===== config.mk =====
export PLATFORM = sky130hd
export DESIGN_NAME = roe_seq_ctrl
export DESIGN_NICKNAME = d
export VERILOG_FILES = /design/src/rtl/roe_seq_ctrl.sv
export SDC_FILE = /design/constraint.sdc
export NUM_CORES = 1
export LEC_CHECK = 0
export BUFFER_PORTS_ARGS = -buffer_cell sky130_fd_sc_hd__buf_4
export CAP_MARGIN = 20
export CORE_MARGIN = 2
export CORE_UTILIZATION = 40
export CTS_CLUSTER_DIAMETER = 100
export CTS_CLUSTER_SIZE = 30
export DETAILED_ROUTE_END_ITERATION = 10
export PLACE_DENSITY_LB_ADDON = 0.12
export SLEW_MARGIN = 15
export SYNTH_ARGS = -nofsm -noshare
export SYNTH_HDL_FRONTEND = slang
export SYNTH_SLANG_ARGS = --single-unit
export TNS_END_PERCENT = 30

===== constraint.sdc =====
create_clock -name clk -period 2.56 [get_ports clk]
set_input_delay 0.128 -clock clk [delete_from_list [all_inputs] [get_ports clk]]
set_output_delay 0.128 -clock clk [all_outputs]
set_load 0.02 [all_outputs]

===== src/rtl/roe_seq_ctrl.sv =====
// roe_seq_ctrl: program sequencer for the R.O.E. core.
//
// Takes a start request and walks the PC through instruction memory. Each instruction goes
// through fetch, execute, an optional memory wait, and writeback. When a halt instruction
// decodes, the sequencer raises ack. A watchdog aborts programs that run too long.
//
// Ports:
//   clk, reset      rising-edge clock; asynchronous active-low reset
//   req / ack       start request (sampled in idle) / completion level
//   busy            high whenever the sequencer is not idle
//   pc, instr_i     instruction memory address / combinational read data
//   ir              latched instruction presented to the decoder
//   halt_i          decoder flag: ir is a halt
//   mem_op_i        decoder flag: ir is a load or store
//   mem_ready_i     data memory completion
//   branch_*        branch condition and destination from the datapath
//   ir_we           IR load strobe
//   rf_we           register file write strobe
//   mem_req         data memory request strobe
//   timeout         last run was aborted by the watchdog
//   cycle_count     active cycles of the current or last run
module roe_seq_ctrl #(
  parameter int unsigned     PC_W       = 10,
  parameter int unsigned     INSTR_W    = 9,
  parameter logic [PC_W-1:0] START_ADDR = '0,
  parameter int unsigned     MAX_CYCLES = 1023
) (
  input  logic               clk,
  input  logic               reset,
  input  logic               req,
  output logic               ack,
  output logic               busy,
  output logic [PC_W-1:0]    pc,
  input  logic [INSTR_W-1:0] instr_i,
  output logic [INSTR_W-1:0] ir,
  input  logic               halt_i,
  input  logic               mem_op_i,
  input  logic               mem_ready_i,
  input  logic               branch_taken_i,
  input  logic [PC_W-1:0]    branch_target_i,
  output logic               ir_we,
  output logic               rf_we,
  output logic               mem_req,
  output logic               timeout,
  output logic [15:0]        cycle_count
);

  localparam logic [15:0] WdLast = 16'(MAX_CYCLES - 1);
  localparam logic [15:0] CntMax = 16'(MAX_CYCLES);

  typedef enum logic [2:0] {
    StIdle,
    StFetch,
    StExec,
    StMemWait,
    StWb,
    StDone
  } state_e;

  state_e               state_q, state_d;
  logic [PC_W-1:0]      pc_q;
  logic [INSTR_W-1:0]   ir_q;
  logic                 ack_q;
  logic                 timeout_q;
  logic [15:0]          cnt_q;
  logic                 wd_active;
  logic                 wd_fire;

  // The watchdog only watches the instruction-processing states.
  assign wd_active = (state_q == StFetch) || (state_q == StExec) ||
                     (state_q == StMemWait) || (state_q == StWb);
  assign wd_fire   = wd_active && (cnt_q == WdLast);

  always_comb begin
    state_d = state_q;
    ir_we   = 1'b0;
    rf_we   = 1'b0;
    mem_req = 1'b0;
    unique case (state_q)
      StIdle: begin
        if (req) state_d = StFetch;
      end
      StFetch: begin
        ir_we   = 1'b1;
        state_d = StExec;
      end
      StExec: begin
        if (halt_i) begin
          state_d = StDone;
        end else if (mem_op_i) begin
          mem_req = 1'b1;
          state_d = StMemWait;
        end else begin
          state_d = StWb;
        end
      end
      StMemWait: begin
        // The request is withdrawn on the cycle the watchdog kills the access.
        mem_req = ~wd_fire;
        if (mem_ready_i) state_d = StWb;
      end
      StWb: begin
        rf_we   = 1'b1;
        state_d = StFetch;
      end
      StDone: begin
        state_d = StIdle;
      end
      default: begin
        state_d = StIdle;
      end
    endcase
    if (wd_fire) state_d = StDone;
  end

  always_ff @(posedge clk or negedge reset) begin
    if (!reset) begin
      state_q   <= StIdle;
      pc_q      <= START_ADDR;
      ir_q      <= '0;
      ack_q     <= 1'b0;
      timeout_q <= 1'b0;
      cnt_q     <= '0;
    end else begin
      state_q <= state_d;
      if (state_q == StIdle) begin
        if (req) begin
          pc_q      <= START_ADDR;
          ack_q     <= 1'b0;
          timeout_q <= 1'b0;
          cnt_q     <= '0;
        end
      end else if (cnt_q != CntMax) begin
        // Saturate at the limit so an aborted run reports exactly MAX_CYCLES.
        cnt_q <= cnt_q + 16'd1;
      end
      if (ir_we) ir_q <= instr_i;
      if ((state_q == StWb) && !wd_fire) begin
        pc_q <= branch_taken_i ? branch_target_i : pc_q + 1'b1;
      end
      if (wd_fire) timeout_q <= 1'b1;
      if (state_q == StDone) ack_q <= 1'b1;
    end
  end

  assign ack         = ack_q;
  assign busy        = (state_q != StIdle);
  assign pc          = pc_q;
  assign ir          = ir_q;
  assign timeout     = timeout_q;
  assign cycle_count = cnt_q;

endmodule


Word-level counts from Yosys, hierarchy flattened:

Index checks and enable logic that the tools add are counted.

* $add $sub $neg: 2
* equality and inequality tests: 10
* bitwise gates (word level): 1
* reductions and logical operators: 20
* multiplexer cells: 22

Operators by type and width (number)
* $mux 16: 3
* $mux 10: 4
* $add 16x1->16 const B: 1
* $eq 16x10->1 const B: 1
* $ne 16x10->1 const B: 1
* $mux 3: 5
* $pmux 3 s5: 1
* $reduce_bool 2->1: 7
* $add 10x1->10 const B: 1
* $reduce_and 2->1: 5
* $mux 1: 8
* $eq 3x2->1 const B: 2
* $eq 3x3->1 const B: 2
* $ne 3x3->1 const B: 2
* $eq 3x1->1 const B: 1
* $logic_not 3->1: 1
* $logic_or 1x1->1: 3
* $reduce_bool 3->1: 1
* $logic_and 1x1->1: 2
* $ne 2x2->1 const B: 1
* $pmux 1 s2: 1
* $logic_not 1->1: 1
* $not 1->1: 1

* register bits: 40
* output and inout bits: 41
* bits of input ports: 26

Longest topological paths before layout:

Gate-level depths: netlist (run 1).

* depth in word-level cells: 9
* depth in mapped cells: 8
* mapped depth without buffers: 6

Worst setup path after synthesis (run 1):

OpenSTA, ideal clock, no wires.

* path kind: register -> output
* start point: register cnt_q[0] (netlist: cycle_count[0])
* end point: output port mem_req
* stages on the path, launching flop included: 6
* arrival time: 2.122 ns
* slack: 0.310 ns
* cell sequence: dfrtp_1 inv_1 ha_1 nand3_1 nor4_2 a2111oi_0

* cells in the longest elaborated chain, start to end: 4

Ends and longest elaborated chain
* start: declaration: RTL line 65 `logic [15:0] cnt_q;`
* start signal: assignment: RTL line 135 `cnt_q <= cnt_q + 16'd1;`
* $eq 16x10->1: RTL line 72 `assign wd_fire = wd_active && (cnt_q == WdLast);`
* $logic_and 1x1->1: RTL line 72
* $not 1->1: RTL line 99 `mem_req = ~wd_fire;`
* $pmux 1 s2: RTL line 79 `unique case (state_q)`
* end: declaration: RTL line 43 `output logic mem_req,`

Every way passes these cells.

Worst setup path after layout (run 1):

* start point: register cnt_q[11] (netlist: cycle_count[11])
* end point: register pc_q[4] (netlist: pc[4])

* cells in the longest elaborated chain, start to end: 6

Ends and longest elaborated chain
* $eq 16x10->1 (*): RTL line 72
* $logic_and 1x1->1 (*): RTL line 72
* $logic_not 1->1 (*): RTL line 138 `if ((state_q == StWb) && !wd_fire) begin`
* $logic_and 1x1->1 (*): RTL line 138
* $reduce_bool 2->1 (no line)
* $reduce_and 2->1 (no line)
* end signal: assignment: RTL line 139 `pc_q <= branch_taken_i ? branch_target_i : pc_q + 1'b1;`
* end: declaration: RTL line 61 `logic [PC_W-1:0] pc_q;`

Mark *: on every way between the ends. The rest lies on a longest branch, timed or not.
A chain may end at the register's enable or synchronous reset.

==> results of run 1 <==
-- Yosys cell counts, types with 2 or more instances --
cell | instances | area share, %
sky130_fd_sc_hd__o311ai_0 | 2 | 0.79
sky130_fd_sc_hd__nand3_1 | 9 | 2.0
sky130_fd_sc_hd__o2bb2ai_1 | 2 | 0.79
sky130_fd_sc_hd__mux2_2 | 9 | 4.6
sky130_fd_sc_hd__nand4_1 | 7 | 2.0
sky130_fd_sc_hd__o31ai_1 | 2 | 0.68
sky130_fd_sc_hd__or3_1 | 5 | 1.4
sky130_fd_sc_hd__and3_1 | 5 | 1.4
sky130_fd_sc_hd__a21oi_1 | 18 | 4.1
sky130_fd_sc_hd__and2_1 | 2 | 0.56
sky130_fd_sc_hd__nand2_1 | 26 | 4.4
sky130_fd_sc_hd__ha_1 | 3 | 1.7
sky130_fd_sc_hd__nor2_1 | 13 | 2.2
sky130_fd_sc_hd__clkbuf_1 | 7 | 1.2
sky130_fd_sc_hd__nor4_1 | 5 | 1.4
sky130_fd_sc_hd__nor3_1 | 11 | 2.5
sky130_fd_sc_hd__nand2b_1 | 2 | 0.56
sky130_fd_sc_hd__o211ai_1 | 3 | 1.0
sky130_fd_sc_hd__a211o_1 | 2 | 0.79
sky130_fd_sc_hd__or4_1 | 3 | 1.0
sky130_fd_sc_hd__inv_1 | 7 | 1.2
sky130_fd_sc_hd__a31oi_1 | 2 | 0.56
sky130_fd_sc_hd__buf_2 | 2 | 0.45
sky130_fd_sc_hd__nor3b_1 | 2 | 0.68
sky130_fd_sc_hd__mux2i_1 | 8 | 3.6
sky130_fd_sc_hd__o22ai_1 | 2 | 0.56
sky130_fd_sc_hd__dfrtp_1 | 40 | 45
sky130_fd_sc_hd__a311o_1 | 3 | 1.4
sky130_fd_sc_hd__o21ai_0 | 13 | 2.9
-- layout by cell type (no fill, tap or decap), types with 3 or more instances in the layout --
cell type                   n
sky130_fd_sc_hd__or3_1      5
sky130_fd_sc_hd__a311o_1    3
sky130_fd_sc_hd__mux2_2     9
sky130_fd_sc_hd__or4_1      3
sky130_fd_sc_hd__o21ai_0   13
sky130_fd_sc_hd__o211ai_1   3
sky130_fd_sc_hd__nor4_1     5
sky130_fd_sc_hd__mux2i_1    8
sky130_fd_sc_hd__inv_1      7
sky130_fd_sc_hd__a21oi_1   18
sky130_fd_sc_hd__nor3_1    11
sky130_fd_sc_hd__ha_1       3
sky130_fd_sc_hd__nand4_1    7
sky130_fd_sc_hd__and3_1     5
sky130_fd_sc_hd__nand3_1    9
sky130_fd_sc_hd__nand2_1   26
sky130_fd_sc_hd__clkbuf_8   6
sky130_fd_sc_hd__nor2_1    13
sky130_fd_sc_hd__buf_4     71
sky130_fd_sc_hd__dfrtp_1   40
-- cell families (layout without fill, tap and decap cells) --
kind of cell             after synthesis  count (layout)  share of synthesized area, %
adder cells (fa/ha/maj)                3               3                          1.69
flip-flops                            40              40                          45.1
AND/OR/NAND/NOR                       98              98                          23.5
buffers and inverters                 18              88                          3.67
multiplexers                          17              17                          8.18
AO/OA/AOI/OAI                         59              59                          17.9
-- metal layers --
| metal | vias to the layer above | track usage (%) | routed length [µm] |
|---|---|---|---|
| li1 | 1025 | - | - |
| met5 | - | 0 | 0 |
| met3 | 10 | 4.14 | 295 |
| met2 | 58 | 29.9 | 2640 |
| met4 | 0 | 7.02 | 110 |
| met1 | 1004 | 25.9 | 2560 |
-- cell type report --
type | count | area [µm²] | area share (%)
flip-flops and latches | 40 | 1000 | 34.4
inverters | 7 | 26.3 | 0.904
well taps | 72 | 90.1 | 3.10
multi-input cells | 177 | 1140 | 39.1
clock buffers | 8 | 90.1 | 3.10
repair buffers | 73 | 563 | 19.4
-- registers in the layout, summed over array words and instances (netlist names) --
register / count
cycle_count: 16
state_q: 3
pc: 10
ack: 1
timeout: 1
ir: 9
-- what timing repair did --
item,4_1_cts,5_1_grt
hold endpoints to repair,40,0
endpoints found under the setup margin,0,0
resized for setup,0,0
hold buffers,1,0
-- critical path: stages (launching register included) --
cell	delay, ps
sky130_fd_sc_hd__dfrtp_1	440
sky130_fd_sc_hd__or4_4	600
sky130_fd_sc_hd__o41ai_2	480
sky130_fd_sc_hd__buf_12	200
sky130_fd_sc_hd__nor2_1	90
sky130_fd_sc_hd__a311o_1	370
-- through the flow --
step | util, % | setup WS, ps | power, mW | hold slack [ps]
floorplan | - | 310 | 2.05 | -168
global placement | 51.6 | 345 | 2.65 | 145
detailed placement | 51.6 | 302 | 2.68 | 142
CTS | 53.4 | 238 | 3.14 | 58.3
global route | 53.4 | 152 | 3.33 | 59.3
finish | 53.4 | 255 | 3.11 | 65.3
-- worst max-delay path by stage --
stage	from	slack, ps	depth (start not counted)	endpoint
floorplan	cycle_count[0]	310	5	mem_req
global placement	cycle_count[11]	350	5	pc[4]
detailed placement	cycle_count[11]	300	5	pc[4]
CTS	cycle_count[11]	240	5	pc[4]
global route	cycle_count[11]	150	5	pc[4]
finish	cycle_count[11]	250	5	pc[4]
-- power by group --
part / internal, mW / switching (mW) / leakage (nW) / total [mW]
Combinational: 0.693 / 0.816 / 0.739 / 1.51
Sequential: 0.857 / 0.298 / 0.521 / 1.15
Clock: 0.220 / 0.226 / 0.0455 / 0.447
Total: 1.77 / 1.34 / 1.31 / 3.11
==> results.py, run 1 <==
metrics = {
    "global_route": {
        "grt_util_all_layers_pct": 19.1,
        "grt_pass1_wl_um": 9400,
        "grt_antenna_before_repair": 0,
        "number_of_global_route_vias_before_repair": 1935,
        "global_route_total_overflow": 0,
        "grt_max_degree": 41,
    },
    "die": {
        "floorplan.io_pins": 67,
        "initial_core_util_pct": 40.8,
        "placement_rows": 27,
        "area_enclosed_by_the_die_boundary_mm2": 0.00616,
        "fp.coreArea_mm2": 0.00544,
        "chipHeight_um": 78.5,
        "dieWidth_um": 78.5,
    },
    "detailed_routing": {
        "vias_per_cell": 5.56,
        "detail_route.first_pass.iterations": 4,
        "routedWlPerCell_um": 14.9,
        "drt_drc_violations_left": 0,
        "total_number_of_vias": 2097,
        "drt_iter0_markers": 138,
        "route.antenna.remaining_nets": 0,
        "drt-total-wl_um": 5610,
    },
    "logic_synthesis": {
        "ys_warn_count": 0,
        "ys_seq_elements": 40,
        "synth-edff-count": 0,
        "ys_seq_area_share_pct": 45.1,
        "synth_async_sr_flop_share_pct": 100,
        "syn-instance-count": 235,
        "post_synth.cell_area_avg_um2": 9.44,
        "synth_ff_type": "sky130_fd_sc_hd__dfrtp_1",
        "synth.cell_area_mm2": 0.00222,
        "synth.distinct_cells": 49,
        "syn_nets": 264,
    },
    "timing": {
        "unrepaired_setup_endpoints_after_global_routing": "false",
        "fmax_mhz": 434,
        "min_period_over_period_pct": 90.0,
        "fin_worst_skew_ps": 12.8,
        "tightestPinTransition_ps": 514,
        "final.min_clock_period_ps": 2310,
        "max-slew-margin-rel_pct": 65.7,
        "setup_viol": 0,
        "report.final.hold_viol_count": 0,
        "setup_tns_ps": 0,
        "timing_max_transition_violations_final": 0,
    },
    "placement": {
        "placedInstanceArea_mm2": 0.00281,
        "placed_cells_incl_taps": 368,
        "dpl.hpwl_um": 3910,
        "place_congestion": 0.846,
        "place.port_buffers": 66,
    },
    "hold_path": {
        "hold_end": "ir[8]",
        "hp-start": "instr_i[8]",
        "hold_depth": 2,
        "hold_class": "input pin to register",
    },
    "clocking": {
        "postCtsSetupRepairBufs": 0,
        "cts_sinks": 40,
        "insertion_delay_ps": 300,
        "clk_transition_reported_paths_ps": 80,
        "tritoncts": "done",
        "clock_tree.buffer_depth": 2,
        "tritoncts.num_buffers": 5,
        "clock_tree.htree_level_count": 2,
        "cts.root.buffer_cell": "sky130_fd_sc_hd__clkbuf_8",
    },
    "setup_path": {
        "crit-reg2reg-capture": "pc[4]",
        "reg2reg_depth": 5,
        "worstPathArrival_ps": 2480,
        "startpoint_type": "register",
        "worst-r2r-setup-slack_ps": 250,
        "end_kind": "register",
        "crit_required_ps": 2730,
        "r2r-start": "cycle_count[11]",
        "crit_type": "register to register",
        "critical_path_peak_fanout": 20,
    },
    "flow_run": {
        "maximum_capacitance_violations": 0,
    },
    "final_layout": {
        "fill_cells": 508,
        "stdcell_count": 377,
        "fin_nets": 333,
        "proportion_of_layout_cells_with_a_drive_suffix_above_1_pct": 29.8,
        "layout-area-overhead-vs-synth_pct": 31.0,
        "insertedDiodeCount": 0,
        "fin_area_mm2": 0.00291,
    },
    "pwr": {
        "p_leak_nw": 1.31,
        "worst_vdd_ir_uv": 552,
        "pwr_density_cell_mw_per_mm2": 1070,
    },
    "outcome": {
        "run_status": "finished clean",
    },
}
(Power assumes the default switching activity.)
==> run 2, diff against run 1 <==
--- a/config.mk
+++ b/config.mk
@@ -7,12 +7,14 @@
 export LEC_CHECK = 0
 export BUFFER_PORTS_ARGS = -buffer_cell sky130_fd_sc_hd__buf_4
 export CAP_MARGIN = 20
+export CORE_ASPECT_RATIO = 1.5
 export CORE_MARGIN = 2
 export CORE_UTILIZATION = 40
 export CTS_CLUSTER_DIAMETER = 100
 export CTS_CLUSTER_SIZE = 30
 export DETAILED_ROUTE_END_ITERATION = 10
 export PLACE_DENSITY_LB_ADDON = 0.12
+export SETUP_SLACK_MARGIN = 0.5
 export SLEW_MARGIN = 15
 export SYNTH_ARGS = -nofsm -noshare
 export SYNTH_HDL_FRONTEND = slang
==> results.py, run 2 (synthesized netlist as in run 1, its figures left out) <==
metrics = {
    "die": {
        "placement_rows": 33,
        "dieWidth_um": 64.8,
        "initial_core_util_pct": 41.0,
        "area_enclosed_by_the_die_boundary_mm2": 0.00617,
        "chipHeight_um": 95.2,
        "fp.coreArea_mm2": 0.00541,
        "floorplan.io_pins": 67,
    },
    "hold_path": {
        "hold_depth": 2,
        "hp-start": "instr_i[5]",
        "hold_class": "input pin to register",
        "hold_end": "ir[5]",
    },
    "final_layout": {
        "multi_input_area_mm2": 0.00118,
        "layout-area-overhead-vs-synth_pct": 35.4,
        "largest_register_ff_count": 16,
        "fin_nets": 337,
        "insertedDiodeCount": 0,
        "layout.cells.most_common_list": "sky130_fd_sc_hd__buf_4 (75), sky130_fd_sc_hd__dfrtp_1 (38), sky130_fd_sc_hd__nand2_1 (26), sky130_fd_sc_hd__a21oi_1 (18)",
        "proportion_of_layout_cells_with_a_drive_suffix_above_1_pct": 33.7,
        "fill_cells": 527,
        "mostFrequentLayoutCell": "sky130_fd_sc_hd__buf_4",
        "register_area_mm2": 0.00100,
    },
    "placement": {
        "dpl.hpwl_um": 4240,
        "place.port_buffers": 66,
        "place_congestion": 0.866,
    },
    "clocking": {
        "clock_tree.htree_level_count": 2,
        "tritoncts.num_buffers": 5,
        "insertion_delay_ps": 290,
        "tritoncts": "done",
        "cts.root.buffer_cell": "sky130_fd_sc_hd__clkbuf_8",
        "cts_sinks": 40,
        "clock_tree.buffer_depth": 2,
        "clk_transition_reported_paths_ps": 80,
    },
    "detailed_routing": {
        "drt_drc_violations_left": 0,
        "route.antenna.remaining_nets": 0,
        "detail_route.first_pass.iterations": 4,
        "vias_per_cell": 5.64,
        "drt-total-wl_um": 5890,
        "top_signal_layer_used": "met4",
        "detailroute.wirelength.met3_um": 333,
        "wl_met2_um": 3070,
        "total_number_of_vias": 2139,
        "wl_met1_um": 2390,
        "routedWlPerCell_um": 15.5,
        "drt_iter0_markers": 71,
    },
    "timing": {
        "fmax_mhz": 492,
        "setup_tns_ps": 0,
        "timing_max_transition_violations_final": 0,
        "final.min_clock_period_ps": 2030,
        "max-slew-margin-rel_pct": 65.5,
        "tightestPinTransition_ps": 517,
        "unrepaired_setup_endpoints_after_global_routing": "true",
        "fin_worst_skew_ps": 5.04,
        "report.final.hold_viol_count": 0,
        "min_period_over_period_pct": 79.4,
        "setup_viol": 0,
    },
    "pwr": {
        "p_leak_nw": 1.34,
        "post_layout_total_power_mw": 3.21,
        "pwr_density_cell_mw_per_mm2": 1070,
        "worst_vdd_ir_uv": 684,
    },
    "setup_path": {
        "slowest_delay_ps": 540,
        "worst-r2r-setup-slack_ps": 530,
        "worstPathBufferInverterCount": 1,
        "timing.critical_path.cells": "or4_4, nor4_1, buf_4, or2_2, a32o_1",
        "r2r-start": "cycle_count[11]",
        "crit-reg2reg-capture": "cycle_count[2]",
        "critical_path_peak_fanout": 11,
        "crit_slowest_cell": "sky130_fd_sc_hd__or4_4",
        "worstPathArrival_ps": 2260,
        "critical_path.top_delay_family": "simple AND/OR/NAND/NOR gates",
        "crit_type": "register to register",
        "reg2reg_depth": 5,
        "startpoint_type": "register",
        "end_kind": "register",
        "crit_required_ps": 2790,
    },
    "global_route": {
        "number_of_global_route_vias_before_repair": 2019,
        "grt_util_all_layers_pct": 20.7,
        "grt_max_degree": 41,
        "grt_pass1_wl_um": 9890,
        "grt_antenna_before_repair": 0,
        "global_route_total_overflow": 0,
    },
    "flow_run": {
        "maximum_capacitance_violations": 0,
    },
    "outcome": {
        "run_status": "finished clean",
    },
}
## run 2: cell types whose count changed in the layout (fill, tap and decap cells not counted), moves of 2 or more
cell                       delta
sky130_fd_sc_hd__clkbuf_1     -2
sky130_fd_sc_hd__buf_4        +4
sky130_fd_sc_hd__nand3_1      -2
sky130_fd_sc_hd__dfrtp_2      +2
sky130_fd_sc_hd__nand3_2      +2
sky130_fd_sc_hd__dfrtp_1      -2
## run 2: power breakdown
part	switching [mW]	internal [mW]	total (mW)
Combinational	0.831	0.713	1.54
Clock	0.222	0.288	0.510
Sequential	0.302	0.858	1.16
## run 2: worst max path at each step
stage | slack, ps | cells past startpoint | to | from
global route | 450 | 7 | pc[4] | cycle_count[0]
finish | 530 | 5 | cycle_count[2] | cycle_count[11]
global placement | 370 | 5 | pc[4] | cycle_count[11]
detailed placement | 340 | 5 | pc[4] | cycle_count[11]
CTS | 510 | 7 | mem_req | cycle_count[0]
floorplan | 440 | 6 | pc[5] | cycle_count[11]
## run 2: area by class of cell
type | instances | area share (%)
clock inverters | 3 | 1.42
flip-flops and latches | 40 | 33.4
inverters | 7 | 0.875
repair buffers | 77 | 19.7
well taps | 70 | 2.92
multi-input cells | 177 | 39.4
clock buffers | 5 | 2.29
## run 2: repair_timing
item	4_1_cts	5_1_grt
setup buffers	3	0
hold buffers	1	0
pin swaps	3	0
endpoints found under the hold margin	40	0
endpoints found under the setup margin	9	10
gates resized for setup	4	3
## run 2: metrics by stage
| step | std cells | utilization, % | setup slack (ps) | area (µm²) | hold slack [ps] |
|---|---|---|---|---|---|
| 2_1_floorplan | 235 | - | 443 | 2230 | -168 |
| 3_3_place_gp | 367 | 52.1 | 370 | 2820 | 142 |
| 3_5_place_dp | 367 | 52.1 | 341 | 2820 | 143 |
| 4_1_cts | 379 | 55.3 | 508 | 2990 | 51.9 |
| 5_1_grt | 379 | 55.5 | 447 | 3000 | 47.1 |
| 6_report | 379 | 55.5 | 529 | 3000 | 62.5 |
## run 2: worst register-to-register path: cells and delay by family, from the launching register on
kind	cells	cell delay, ps
AO/OA/AOI/OAI	1	170
flip-flops	1	450
buffers and inverters	1	240
AND/OR/NAND/NOR	3	1110
## run 2: per-layer routing
layer | vias to the layer above | track usage (%)
li1 | 1037 | -
met4 | 0 | 6.56
met3 | 7 | 3.66
met2 | 62 | 37.1
met5 | - | 0
met1 | 1033 | 25.0
==> run 3, diff against run 2 <==
--- a/config.mk
+++ b/config.mk
@@ -5,6 +5,7 @@
 export SDC_FILE = /design/constraint.sdc
 export NUM_CORES = 1
 export LEC_CHECK = 0
+export ABC_AREA = 1
 export BUFFER_PORTS_ARGS = -buffer_cell sky130_fd_sc_hd__buf_4
 export CAP_MARGIN = 20
 export CORE_ASPECT_RATIO = 1.5
==> constraint.sdc (replaced) <==
create_clock -name clk -period 1.9 [get_ports clk]
set_input_delay 0.095 -clock clk [delete_from_list [all_inputs] [get_ports clk]]
set_output_delay 0.095 -clock clk [all_outputs]
set_load 0.02 [all_outputs]
==> results.py, run 3 <==
metrics = {
    "final_layout": {
        "insertedDiodeCount": 0,
        "stdcell_count": 557,
        "proportion_of_layout_cells_with_a_drive_suffix_above_1_pct": 38.1,
        "mostFrequentLayoutCell": "sky130_fd_sc_hd__nand2_1",
        "largest_register_ff_count": 16,
        "fin_nets": 511,
        "layout-area-overhead-vs-synth_pct": 52.1,
        "fill_cells": 547,
        "layout.cells.most_common_list": "sky130_fd_sc_hd__nand2_1 (122), sky130_fd_sc_hd__buf_4 (101), sky130_fd_sc_hd__nand3_1 (46), sky130_fd_sc_hd__inv_1 (33), sky130_fd_sc_hd__dfrtp_1 (28)",
        "fin_area_mm2": 0.00380,
    },
    "clocking": {
        "tritoncts.num_buffers": 5,
        "clk_transition_reported_paths_ps": 80,
        "clock_tree.buffer_depth": 2,
        "cts.root.buffer_cell": "sky130_fd_sc_hd__clkbuf_8",
        "insertion_delay_ps": 290,
        "clock_tree.htree_level_count": 2,
        "cts_sinks": 40,
        "tritoncts": "done",
    },
    "logic_synthesis": {
        "post-synth-top-count-cell": "sky130_fd_sc_hd__nand2_1",
        "ys_seq_elements": 40,
        "syn_nets": 396,
        "synth_top_family_by_area": "simple AND/OR/NAND/NOR gates",
        "synth_async_sr_flop_share_pct": 100,
        "synth-edff-count": 0,
        "synth_commonest_cells": "sky130_fd_sc_hd__nand2_1 (128), sky130_fd_sc_hd__nand3_1 (52), sky130_fd_sc_hd__dfrtp_1 (40), sky130_fd_sc_hd__nor2_1 (40), sky130_fd_sc_hd__inv_1 (36)",
        "post_synth.cell_area_avg_um2": 6.81,
        "synthSimpleGateAreaFrac_pct": 42.0,
        "ys_warn_count": 0,
        "ys_seq_area_share_pct": 40.0,
        "syn-instance-count": 367,
        "synth.cell_area_mm2": 0.00250,
        "synth_xor_xnor_area_share_pct": 1.05,
        "synth_ff_type": "sky130_fd_sc_hd__dfrtp_1",
        "yosysTopAreaCell": "sky130_fd_sc_hd__dfrtp_1",
        "synth_compound_gate_area_share_pct": 6.61,
        "synth.distinct_cells": 25,
        "mux_share_of_post_synthesis_cell_area_pct": 0,
        "synth_adder_area_share_pct": 1.50,
        "synth.top_cell.area_share_pct": 40.0,
        "ys_top_cells_by_area": "sky130_fd_sc_hd__dfrtp_1 (40%), sky130_fd_sc_hd__nand2_1 (19%), sky130_fd_sc_hd__nand3_1 (10%)",
    },
    "timing": {
        "setup_tns_ps": 0,
        "setup_viol": 0,
        "timing_max_transition_violations_final": 0,
        "final.min_clock_period_ps": 1490,
        "tightestPinTransition_ps": 532,
        "fmax_mhz": 672,
        "unrepaired_setup_endpoints_after_global_routing": "true",
        "max-slew-margin-rel_pct": 64.5,
        "finalWorstSetupSlack_ps": 412,
        "min_period_over_period_pct": 78.3,
        "report.final.hold_viol_count": 0,
        "fin_worst_skew_ps": 7.77,
    },
    "setup_path": {
        "worstPathBufferInverterCount": 2,
        "critical_path.top_delay_family": "flip-flops",
        "worstPathArrival_ps": 1390,
        "startpoint_type": "register",
        "crit_required_ps": 1800,
        "end_kind": "output pin",
        "r2r-start": "cycle_count[0]",
        "critical_path_peak_fanout": 5,
        "timing.critical_path.cells": "inv_1, nor2_2, nand2_1, o22ai_2, buf_6",
        "crit_type": "register to output pin",
        "slowest_delay_ps": 430,
        "crit_slowest_cell": "sky130_fd_sc_hd__dfrtp_2",
        "cp-startpoint": "state_q[1]",
    },
    "die": {
        "initial_core_util_pct": 41.1,
        "area_enclosed_by_the_die_boundary_mm2": 0.00691,
        "placement_rows": 35,
        "fp.coreArea_mm2": 0.00609,
        "dieWidth_um": 68.6,
        "floorplan.io_pins": 67,
        "chipHeight_um": 101,
    },
    "detailed_routing": {
        "drt-total-wl_um": 7810,
        "drt_drc_violations_left": 0,
        "drt_iter0_markers": 79,
        "route.antenna.remaining_nets": 0,
        "routedWlPerCell_um": 14.0,
        "detail_route.first_pass.iterations": 4,
        "vias_per_cell": 5.07,
        "total_number_of_vias": 2823,
    },
    "global_route": {
        "global_route_total_overflow": 0,
        "number_of_global_route_vias_before_repair": 2693,
        "grt_pass1_wl_um": 12200,
        "grt_antenna_before_repair": 0,
        "grt_util_all_layers_pct": 23.3,
        "grt_max_degree": 41,
    },
    "pwr": {
        "pwr_density_cell_mw_per_mm2": 1440,
        "post_layout_total_power_mw": 5.47,
        "worst_vdd_ir_uv": 916,
        "p_leak_nw": 1.98,
    },
    "placement": {
        "placement.setup.worst_slack_ps": 226,
        "dpl.hpwl_um": 5060,
        "placed_cells_incl_taps": 504,
        "placedInstanceArea_mm2": 0.00308,
        "place_congestion": 0.828,
        "place.port_buffers": 66,
    },
    "hold_path": {
        "hold_class": "input pin to register",
        "hp-start": "instr_i[3]",
    },
    "flow_run": {
        "maximum_capacitance_violations": 0,
    },
    "outcome": {
        "run_status": "finished clean",
    },
}
==> run 3: layout make-up <==
class / instances / area, µm² / share of cell area (%)
repair buffers: 115 / 917 / 24.1
flip-flops and latches: 40 / 1020 / 26.7
multi-input cells: 278 / 1520 / 39.9
inverters: 42 / 165 / 4.34
well taps: 74 / 92.6 / 2.44
clock inverters: 1 / 7.51 / 0.197
clock buffers: 7 / 86.3 / 2.27
==> run 3: kinds of logic (layout without fill, tap and decap cells) <==
family | Yosys count | after routing
buf+inv | 51 | 165
compound gates | 27 | 27
fa+ha+maj | 3 | 3
simple gates | 243 | 245
flops | 40 | 40
xor+xnor | 3 | 3
==> run 3: layer usage <==
metal	part of all wire, %	GRT usage, %
met1	38	25.4
met2	57	43.1
met3	3.5	3.02
met4	2.2	10.0
met5	0	0
==> run 3: worst paths after layout <==
path	end	slack [ps]	cells after the start
worst max-delay path	mem_req	410	5
worst min-delay path	ir[3]	8	3
worst max register to register	pc[5]	470	9
worst min register to register	ir[6]	480	2
max in group asynchronous	cycle_count[11]	1170	2
min in group asynchronous	ir[5]	310	2
==> run 3: what timing repair did <==
action	CTS	global route
cloned	1	1
resized for setup	29	42
buffers inserted	16	18
endpoints found under the hold margin	48	0
hold buffers	9	0
setup endpoints to repair	32	35
pin swaps	6	15
==> run 3: power by group <==
part           internal, mW  total (mW)  switching [mW]
registers              1.19        1.53           0.339
clock network         0.295       0.601           0.306
logic                  1.42        3.34            1.92
==> run 3: through the flow <==
stage | utilization, % | hold WS, ps
floorplan | - | -201
global placement | 50.6 | 115
detailed placement | 50.6 | 115
CTS | 57.3 | 0.640
global route | 62.5 | 31.0
finish | 62.5 | 7.80
==> run 3: worst reg2reg max path: stages, from the launching register on <==
cell	delay, ps
sky130_fd_sc_hd__dfrtp_2	450
sky130_fd_sc_hd__inv_2	80
sky130_fd_sc_hd__ha_4	150
sky130_fd_sc_hd__nand3_2	100
sky130_fd_sc_hd__nor2_4	150
sky130_fd_sc_hd__nand2_4	80
sky130_fd_sc_hd__nand2_4	120
sky130_fd_sc_hd__inv_4	70
sky130_fd_sc_hd__nand2_1	70
sky130_fd_sc_hd__o21ai_2	50
